`config.mk`:
```
export PLATFORM = sky130hd
export DESIGN_NAME = hazard_scoreboard
export DESIGN_NICKNAME = d
export VERILOG_FILES = /design/src/rtl/hazard_pkg.sv /design/src/rtl/hazard_decode.sv /design/src/rtl/hazard_scoreboard.sv
export SDC_FILE = /design/constraint.sdc
export NUM_CORES = 1
export LEC_CHECK = 0
export ABC_CLOCK_PERIOD_IN_PS = 8200
export BUFFER_PORTS_ARGS = -buffer_cell sky130_fd_sc_hd__buf_2
export CAP_MARGIN = 20
export CELL_PAD_IN_SITES_DETAIL_PLACEMENT = 1
export CELL_PAD_IN_SITES_GLOBAL_PLACEMENT = 1
export CORE_MARGIN = 1.5
export CORE_UTILIZATION = 45
export DETAILED_ROUTE_END_ITERATION = 12
export PLACE_DENSITY = 0.88
export SLEW_MARGIN = 20
export SYNTH_ARGS = -nofsm -noshare
export SYNTH_HDL_FRONTEND = slang
export SYNTH_SLANG_ARGS = --single-unit
```
`constraint.sdc`:
```
create_clock -name clk -period 8.2 [get_ports clk]
set_clock_uncertainty 0.15 [all_clocks]
set_input_delay 1.23 -clock clk [delete_from_list [all_inputs] [get_ports clk]]
set_output_delay 1.23 -clock clk [all_outputs]
set_load 0.05 [all_outputs]
```
`src/rtl/hazard_pkg.sv`:
```
// Shared constants, slot record and small helpers for the MIPS pipeline hazard scoreboard.
package hazard_pkg;

  localparam logic [5:0] OP_RTYPE = 6'h00;
  localparam logic [5:0] OP_JAL   = 6'h03;
  localparam logic [5:0] OP_BEQ   = 6'h04;
  localparam logic [5:0] OP_ORI   = 6'h0D;
  localparam logic [5:0] OP_LUI   = 6'h0F;
  localparam logic [5:0] OP_LW    = 6'h23;
  localparam logic [5:0] OP_SW    = 6'h2B;

  localparam logic [5:0] FN_JR    = 6'h08;
  localparam logic [5:0] FN_ADDU  = 6'h21;
  localparam logic [5:0] FN_SUBU  = 6'h23;

  localparam logic [1:0] TUSE_0   = 2'd0;
  localparam logic [1:0] TUSE_1   = 2'd1;
  localparam logic [1:0] TUSE_2   = 2'd2;

  localparam logic [1:0] TNEW_ALU  = 2'd1;
  localparam logic [1:0] TNEW_LINK = 2'd1;
  localparam logic [1:0] TNEW_LOAD = 2'd2;

  localparam logic [1:0] FSEL_RF    = 2'd0;
  localparam logic [1:0] FSEL_M_ALU = 2'd1;
  localparam logic [1:0] FSEL_M_PC8 = 2'd2;
  localparam logic [1:0] FSEL_W     = 2'd3;

  typedef enum logic [1:0] {
    KIND_ALU  = 2'd0,
    KIND_LINK = 2'd1,
    KIND_LOAD = 2'd2
  } kind_e;

  typedef struct packed {
    logic       valid;
    logic [4:0] dst;
    logic [1:0] tnew;
    kind_e      kind;
    logic [4:0] rs;
    logic [4:0] rt;
  } slot_t;

  localparam slot_t SLOT_EMPTY = '{valid: 1'b0, dst: 5'd0, tnew: 2'd0,
                                   kind: KIND_ALU, rs: 5'd0, rt: 5'd0};

  function automatic logic [1:0] tnew_dec(input logic [1:0] t);
    return (t == 2'd0) ? 2'd0 : t - 2'd1;
  endfunction

  // A producer blocks a reader when its value arrives later than the reader's deadline.
  function automatic logic slot_blocks(input logic v, input logic [4:0] dst,
                                       input logic [1:0] tnew, input logic has,
                                       input logic [4:0] src, input logic [1:0] tuse);
    return v && has && (dst != 5'd0) && (dst == src) && (tnew > tuse);
  endfunction

  function automatic logic [1:0] fwd_sel(input logic m_valid, input logic [4:0] m_dst,
                                         input logic [1:0] m_tnew, input kind_e m_kind,
                                         input logic w_valid, input logic [4:0] w_dst,
                                         input logic [4:0] src);
    if (src == 5'd0) return FSEL_RF;
    if (m_valid && (m_dst == src) && (m_tnew == 2'd0))
      return (m_kind == KIND_LINK) ? FSEL_M_PC8 : FSEL_M_ALU;
    if (w_valid && (w_dst == src)) return FSEL_W;
    return FSEL_RF;
  endfunction

endpackage

```
`src/rtl/hazard_decode.sv`:
```
// Combinational decode of one instruction into destination, read deadlines and result latency.
module hazard_decode
  import hazard_pkg::*;
(
  input  logic [31:0] i_instr,
  output logic [4:0]  o_dst,
  output logic        o_has_rs,
  output logic        o_has_rt,
  output logic [1:0]  o_tuse_rs,
  output logic [1:0]  o_tuse_rt,
  output logic [1:0]  o_tnew,
  output logic [1:0]  o_kind
);

  logic [5:0] w_op;
  logic [5:0] w_fn;
  logic [4:0] w_rt;
  logic [4:0] w_rd;
  logic       w_unused;

  assign w_op     = i_instr[31:26];
  assign w_fn     = i_instr[5:0];
  assign w_rt     = i_instr[20:16];
  assign w_rd     = i_instr[15:11];
  assign w_unused = ^{i_instr[25:21], i_instr[10:6]};

  always_comb begin
    o_dst     = '0;
    o_has_rs  = 1'b0;
    o_has_rt  = 1'b0;
    o_tuse_rs = TUSE_0;
    o_tuse_rt = TUSE_0;
    o_tnew    = '0;
    o_kind    = KIND_ALU;
    case (w_op)
      OP_RTYPE: begin
        if (w_fn == FN_ADDU || w_fn == FN_SUBU) begin
          o_dst     = w_rd;
          o_has_rs  = 1'b1;
          o_has_rt  = 1'b1;
          o_tuse_rs = TUSE_1;
          o_tuse_rt = TUSE_1;
          o_tnew    = TNEW_ALU;
        end else if (w_fn == FN_JR) begin
          o_has_rs  = 1'b1;
          o_tuse_rs = TUSE_0;
        end
      end
      OP_ORI: begin
        o_dst     = w_rt;
        o_has_rs  = 1'b1;
        o_tuse_rs = TUSE_1;
        o_tnew    = TNEW_ALU;
      end
      OP_LUI: begin
        o_dst  = w_rt;
        o_tnew = TNEW_ALU;
      end
      OP_LW: begin
        o_dst     = w_rt;
        o_has_rs  = 1'b1;
        o_tuse_rs = TUSE_1;
        o_tnew    = TNEW_LOAD;
        o_kind    = KIND_LOAD;
      end
      OP_SW: begin
        o_has_rs  = 1'b1;
        o_has_rt  = 1'b1;
        o_tuse_rs = TUSE_1;
        o_tuse_rt = TUSE_2;
      end
      OP_BEQ: begin
        o_has_rs  = 1'b1;
        o_has_rt  = 1'b1;
        o_tuse_rs = TUSE_0;
        o_tuse_rt = TUSE_0;
      end
      OP_JAL: begin
        o_dst  = 5'd31;
        o_tnew = TNEW_LINK;
        o_kind = KIND_LINK;
      end
      default: ;
    endcase
  end

endmodule

```
`src/rtl/hazard_scoreboard.sv`:
```
// Shadow E/M/W writer pipeline with Tuse/Tnew stall detection, bypass selects and a stall counter.
module hazard_scoreboard
  import hazard_pkg::*;
#(
  parameter int CNT_W = 16
) (
  input  logic             clk,
  input  logic             rst_n,
  input  logic [31:0]      id_instr,
  output logic             stall,
  output logic             flush_e,
  output logic [1:0]       fsel_d_rs,
  output logic [1:0]       fsel_d_rt,
  output logic [1:0]       fsel_e_rs,
  output logic [1:0]       fsel_e_rt,
  output logic [1:0]       fsel_m_rt,
  output logic [CNT_W-1:0] stall_cnt
);

  localparam logic [CNT_W-1:0] CNT_ONE = {{(CNT_W-1){1'b0}}, 1'b1};

  logic [4:0]       w_dst;
  logic             w_has_rs;
  logic             w_has_rt;
  logic [1:0]       w_tuse_rs;
  logic [1:0]       w_tuse_rt;
  logic [1:0]       w_tnew;
  logic [1:0]       w_kind;
  logic [4:0]       w_id_rs;
  logic [4:0]       w_id_rt;
  logic             w_stall;
  logic             w_unused;
  slot_t            w_slot_id;
  slot_t            w_slot_m_next;
  slot_t            w_slot_w_next;
  slot_t            r_slot_e;
  slot_t            r_slot_m;
  slot_t            r_slot_w;
  logic [CNT_W-1:0] r_stall_cnt;

  hazard_decode u_decode (
    .i_instr   (id_instr),
    .o_dst     (w_dst),
    .o_has_rs  (w_has_rs),
    .o_has_rt  (w_has_rt),
    .o_tuse_rs (w_tuse_rs),
    .o_tuse_rt (w_tuse_rt),
    .o_tnew    (w_tnew),
    .o_kind    (w_kind)
  );

  assign w_id_rs  = id_instr[25:21];
  assign w_id_rt  = id_instr[20:16];
  assign w_unused = ^{r_slot_w.kind, r_slot_w.rs, r_slot_w.rt};

  always_comb begin
    w_slot_id = '{valid: 1'b1, dst: w_dst, tnew: w_tnew, kind: kind_e'(w_kind),
                  rs: w_id_rs, rt: w_id_rt};
    w_slot_m_next      = r_slot_e;
    w_slot_m_next.tnew = tnew_dec(r_slot_e.tnew);
    w_slot_w_next      = r_slot_m;
    w_slot_w_next.tnew = tnew_dec(r_slot_m.tnew);
  end

  always_comb begin
    w_stall = 1'b0;
    if (slot_blocks(r_slot_e.valid, r_slot_e.dst, r_slot_e.tnew, w_has_rs, w_id_rs, w_tuse_rs) ||
        slot_blocks(r_slot_e.valid, r_slot_e.dst, r_slot_e.tnew, w_has_rt, w_id_rt, w_tuse_rt) ||
        slot_blocks(r_slot_m.valid, r_slot_m.dst, r_slot_m.tnew, w_has_rs, w_id_rs, w_tuse_rs) ||
        slot_blocks(r_slot_m.valid, r_slot_m.dst, r_slot_m.tnew, w_has_rt, w_id_rt, w_tuse_rt) ||
        slot_blocks(r_slot_w.valid, r_slot_w.dst, r_slot_w.tnew, w_has_rs, w_id_rs, w_tuse_rs) ||
        slot_blocks(r_slot_w.valid, r_slot_w.dst, r_slot_w.tnew, w_has_rt, w_id_rt, w_tuse_rt))
      w_stall = 1'b1;
  end

  always_ff @(posedge clk or negedge rst_n) begin
    if (!rst_n) begin
      r_slot_e    <= SLOT_EMPTY;
      r_slot_m    <= SLOT_EMPTY;
      r_slot_w    <= SLOT_EMPTY;
      r_stall_cnt <= '0;
    end else begin
      r_slot_w <= w_slot_w_next;
      r_slot_m <= w_slot_m_next;
      r_slot_e <= w_stall ? SLOT_EMPTY : w_slot_id;
      if (w_stall && (r_stall_cnt != '1))
        r_stall_cnt <= r_stall_cnt + CNT_ONE;
    end
  end

  assign stall     = w_stall;
  assign flush_e   = w_stall;
  assign stall_cnt = r_stall_cnt;

  assign fsel_d_rs = fwd_sel(r_slot_m.valid, r_slot_m.dst, r_slot_m.tnew, r_slot_m.kind,
                             r_slot_w.valid, r_slot_w.dst, w_id_rs);
  assign fsel_d_rt = fwd_sel(r_slot_m.valid, r_slot_m.dst, r_slot_m.tnew, r_slot_m.kind,
                             r_slot_w.valid, r_slot_w.dst, w_id_rt);
  assign fsel_e_rs = fwd_sel(r_slot_m.valid, r_slot_m.dst, r_slot_m.tnew, r_slot_m.kind,
                             r_slot_w.valid, r_slot_w.dst, r_slot_e.rs);
  assign fsel_e_rt = fwd_sel(r_slot_m.valid, r_slot_m.dst, r_slot_m.tnew, r_slot_m.kind,
                             r_slot_w.valid, r_slot_w.dst, r_slot_e.rt);

  // Store data in M only ever needs the W write-back value; M/E results are already in-pipe.
  assign fsel_m_rt = (r_slot_m.valid && r_slot_w.valid && (r_slot_w.dst != 5'd0) &&
                      (r_slot_w.dst == r_slot_m.rt)) ? FSEL_W : FSEL_RF;

endmodule
```
==> flow_results.xml <==
<?xml version="1.0" encoding="UTF-8"?>
<metrics>
  <group name="detailed_routing">
    <metric name="final_antenna_net_count" unit="">0</metric>
    <metric name="route.vias.total" unit="">2830</metric>
    <metric name="detailedRoute.firstIterationViolations" unit="">127</metric>
    <metric name="detail_route.first_pass.iterations" unit="">4</metric>
    <metric name="vias_per_instance" unit="">5.86</metric>
    <metric name="wirelength" unit="mm">10.2</metric>
    <metric name="drt-wirelength-per-cell" unit="microns">21.1</metric>
    <metric name="drt_drc_violations_left" unit="">0</metric>
  </group>
  <group name="yosys">
    <metric name="synth.ff_latch_count" unit="">59</metric>
    <metric name="synth-edff-count" unit="">0</metric>
    <metric name="yosysUniqueCellTypes" unit="">55</metric>
    <metric name="async_flop_share" unit="%">100</metric>
    <metric name="most_common_flop_cell_mapped_by_yosys" unit="">sky130_fd_sc_hd__dfrtp_1</metric>
    <metric name="syn_avg_cell_area" unit="sq um">10.2</metric>
    <metric name="synth_largest_area_cell" unit="">sky130_fd_sc_hd__dfrtp_1</metric>
    <metric name="synth_warnings" unit="">0</metric>
    <metric name="synth_cells" unit="">334</metric>
    <metric name="post_synthesis_net_count" unit="">375</metric>
    <metric name="mappedNetlistArea" unit="sq mm">0.00342</metric>
    <metric name="synth_area_leaders" unit="">sky130_fd_sc_hd__dfrtp_1, sky130_fd_sc_hd__xnor2_1, sky130_fd_sc_hd__xor2_1, sky130_fd_sc_hd__and3_1, sky130_fd_sc_hd__ha_1</metric>
    <metric name="post-synth-top-area-fraction" unit="%">43.2</metric>
    <metric name="synth.most_common_cell" unit="">sky130_fd_sc_hd__dfrtp_1</metric>
    <metric name="synth.cells.most_frequent" unit="">sky130_fd_sc_hd__dfrtp_1, sky130_fd_sc_hd__xnor2_1, sky130_fd_sc_hd__xor2_1</metric>
    <metric name="post_synthesis_sequential_area_ratio" unit="%">43.2</metric>
  </group>
  <group name="floorplanning">
    <metric name="i_o_pins" unit="">62</metric>
    <metric name="starting_density_of_the_core" unit="%">46.9</metric>
    <metric name="floorplan.core_area" unit="sq mm">0.00729</metric>
    <metric name="rows" unit="">31</metric>
    <metric name="floorplan.die.height" unit="microns">90.2</metric>
    <metric name="floorplan.die_area" unit="sq mm">0.00813</metric>
    <metric name="floorplan.die.width" unit="microns">90.2</metric>
  </group>
  <group name="power">
    <metric name="power.ir.vdd_worst" unit="mV">0.113</metric>
    <metric name="leakagePower" unit="nW">1.82</metric>
    <metric name="fin_total_pwr" unit="uW">637</metric>
    <metric name="power-per-cell-area" unit="mW/mm^2">163</metric>
  </group>
  <group name="critical_path">
    <metric name="startpoint_type" unit="">input port</metric>
    <metric name="critPathMaxFanout" unit="">13</metric>
    <metric name="timing.critical_path.to_type" unit="">primary output</metric>
    <metric name="timing_worst_setup_path_type" unit="">input port to primary output</metric>
    <metric name="ff2ff_path_depth" unit="">7</metric>
    <metric name="arrival" unit="ps">4830</metric>
    <metric name="worst_ep_required_time" unit="ps">6820</metric>
  </group>
  <group name="placement">
    <metric name="dp_slack" unit="ps">2180</metric>
    <metric name="dp_hpwl" unit="mm">7.14</metric>
    <metric name="number_of_port_buffers" unit="">56</metric>
    <metric name="finalWeightedCongestion" unit="">0.870</metric>
  </group>
  <group name="grt">
    <metric name="grt_max_degree" unit="">60</metric>
    <metric name="grt_pass1_vias" unit="">3098</metric>
    <metric name="grt_first_pass_wirelength" unit="mm">16.7</metric>
    <metric name="total_global_routing_track_utilization" unit="%">26.9</metric>
    <metric name="congestion_overflow_gr" unit="">0</metric>
    <metric name="grt_antenna_before_repair" unit="">1</metric>
  </group>
  <group name="sta">
    <metric name="setup_slack" unit="ps">1990</metric>
    <metric name="final_min_period_over_clock_period" unit="%">75.7</metric>
    <metric name="setup_repair_after_global_routing_missed_its_margin" unit="">no</metric>
    <metric name="timing.final.crit_period" unit="ps">6210</metric>
    <metric name="setup_violations" unit="">0</metric>
    <metric name="final-max-slew-violation-count" unit="">0</metric>
    <metric name="max_freq" unit="GHz">0.161</metric>
    <metric name="worst_slew_pin_slew" unit="ps">973</metric>
    <metric name="worst_slew_margin_relative_to_its_limit" unit="%">35.1</metric>
    <metric name="hold_violations" unit="">0</metric>
    <metric name="setup-tns-final" unit="ps">0</metric>
  </group>
  <group name="clocking">
    <metric name="cts_htree_levels" unit="">3</metric>
    <metric name="cts_sinks" unit="">59</metric>
    <metric name="resized_cells_post_cts" unit="">0</metric>
    <metric name="clk_pin_slew_worst_paths" unit="ps">70</metric>
    <metric name="post-cts-setup-buffers" unit="">0</metric>
    <metric name="library_cell_used_as_clock_root_buffer" unit="">sky130_fd_sc_hd__clkbuf_8</metric>
    <metric name="cts_buffer_depth" unit="">2</metric>
    <metric name="cts_made_buffers" unit="">9</metric>
    <metric name="worst_skew_pair.late_latency" unit="ps">350</metric>
    <metric name="clock_tree_from_tritoncts" unit="">yes</metric>
    <metric name="holdBufCountCts" unit="">0</metric>
  </group>
  <group name="hold_path">
    <metric name="worst_hold_path.num_cells" unit="">0</metric>
    <metric name="hold_path_class" unit="">flop to flop</metric>
  </group>
  <group name="flow_run">
    <metric name="cap_violations" unit="">0</metric>
  </group>
  <group name="cells_and_area">
    <metric name="layout.filler_cells" unit="">858</metric>
    <metric name="fin_nets" unit="">420</metric>
    <metric name="area_growth" unit="%">14.3</metric>
    <metric name="diodes" unit="">0</metric>
    <metric name="drive_gt1_share" unit="%">23.2</metric>
  </group>
  <group name="run_status">
    <metric name="run_status" unit="">complete, no violations</metric>
  </group>
</metrics>
-- area by class of cell --
type                            instances  area (sq um)  share of cell area, %
Sequential cell                        59          1480                   37.8
Clock inverter                          5          52.6                   1.34
Tap cell                               99           124                   3.17
Timing Repair Buffer                   57           288                   7.36
Clock buffer                           11           141                   3.62
Multi-Input combinational cell        238          1780                   45.4
Inverter                               14          52.6                   1.34
-- critical path, stage by stage --
cell and delay [ps]:
sky130_fd_sc_hd__buf_2 120, sky130_fd_sc_hd__nor4_1 540, sky130_fd_sc_hd__nand4b_1 320, sky130_fd_sc_hd__clkinv_1 330, sky130_fd_sc_hd__ha_1 290, sky130_fd_sc_hd__a21boi_0 190
sky130_fd_sc_hd__nand4_1 120, sky130_fd_sc_hd__nor4_1 410, sky130_fd_sc_hd__a21o_1 180, sky130_fd_sc_hd__o22ai_1 310, sky130_fd_sc_hd__and2_1 420, sky130_fd_sc_hd__inv_1 110
sky130_fd_sc_hd__buf_2 270
-- report_power, final --
| part | switching [mW] | internal [mW] |
|---|---|---|
| registers | 0.00942 | 0.297 |
| logic | 0.0405 | 0.0246 |
| clock network | 0.119 | 0.147 |
| total | 0.169 | 0.469 |
-- state kept, by name, summed over array words and instances, names as in the netlist --
name,flops
stall_cnt,16
r_slot_m,15
r_slot_e,20
r_slot_w,8
-- metal layers --
metal / routed length (microns) / up-vias / track usage (%)
li1: - / 1277 / -
met5: 8 / - / 0
met3: 439 / 38 / 6.60
met2: 5240 / 94 / 46.1
met4: 370 / 2 / 12.7
met1: 4110 / 1419 / 31.4
-- cells by family (layout without fill, tap and decap cells) --
kind of cell | after synthesis | in the layout | share of synthesized area [%]
flops | 59 | 59 | 43.2
fa+ha+maj | 7 | 7 | 2.56
xor+xnor | 63 | 63 | 16.1
compound gates | 59 | 59 | 13.7
mux | 4 | 4 | 1.32
simple gates | 105 | 105 | 18.2
buf+inv | 37 | 87 | 4.90
-- layout by cell type, fill, tap and decap left out, types with 11 or more instances in the layout --
| cell type | Yosys | routed |
|---|---|---|
| sky130_fd_sc_hd__dfrtp_1 | 59 | 59 |
| sky130_fd_sc_hd__xnor2_1 | 39 | 39 |
| sky130_fd_sc_hd__nor2_1 | 11 | 11 |
| sky130_fd_sc_hd__inv_1 | 13 | 13 |
| sky130_fd_sc_hd__xor2_1 | 24 | 24 |
| sky130_fd_sc_hd__buf_2 | 2 | 56 |
| sky130_fd_sc_hd__and3_1 | 17 | 17 |
| sky130_fd_sc_hd__a21oi_1 | 14 | 14 |
-- path summary, 6_finish.rpt --
| path | slack [ps] | endpoint | startpoint |
|---|---|---|---|
| max | 1990 | stall | id_instr[26] |
| min | 210 | r_slot_m[11] | r_slot_e[11] |
| max reg2reg | 4840 | r_slot_e[11] | r_slot_w[15] |
| min reg2reg | 210 | r_slot_m[11] | r_slot_e[11] |
| max in group asynchronous | 6500 | r_slot_e[16] | rst_n |
| min in group asynchronous | 890 | r_slot_m[10] | rst_n |
-- stage by stage --
stage	area, sq um	utilization, %	std cells	hold WS, ps
finish	3910	53.6	483	206
global placement	3720	51.0	467	188
detailed placement	3720	51.0	467	192
CTS	3910	53.6	483	207
global route	3910	53.6	483	218
floorplan	3420	-	334	181
Power figures use the tool's default switching activity.
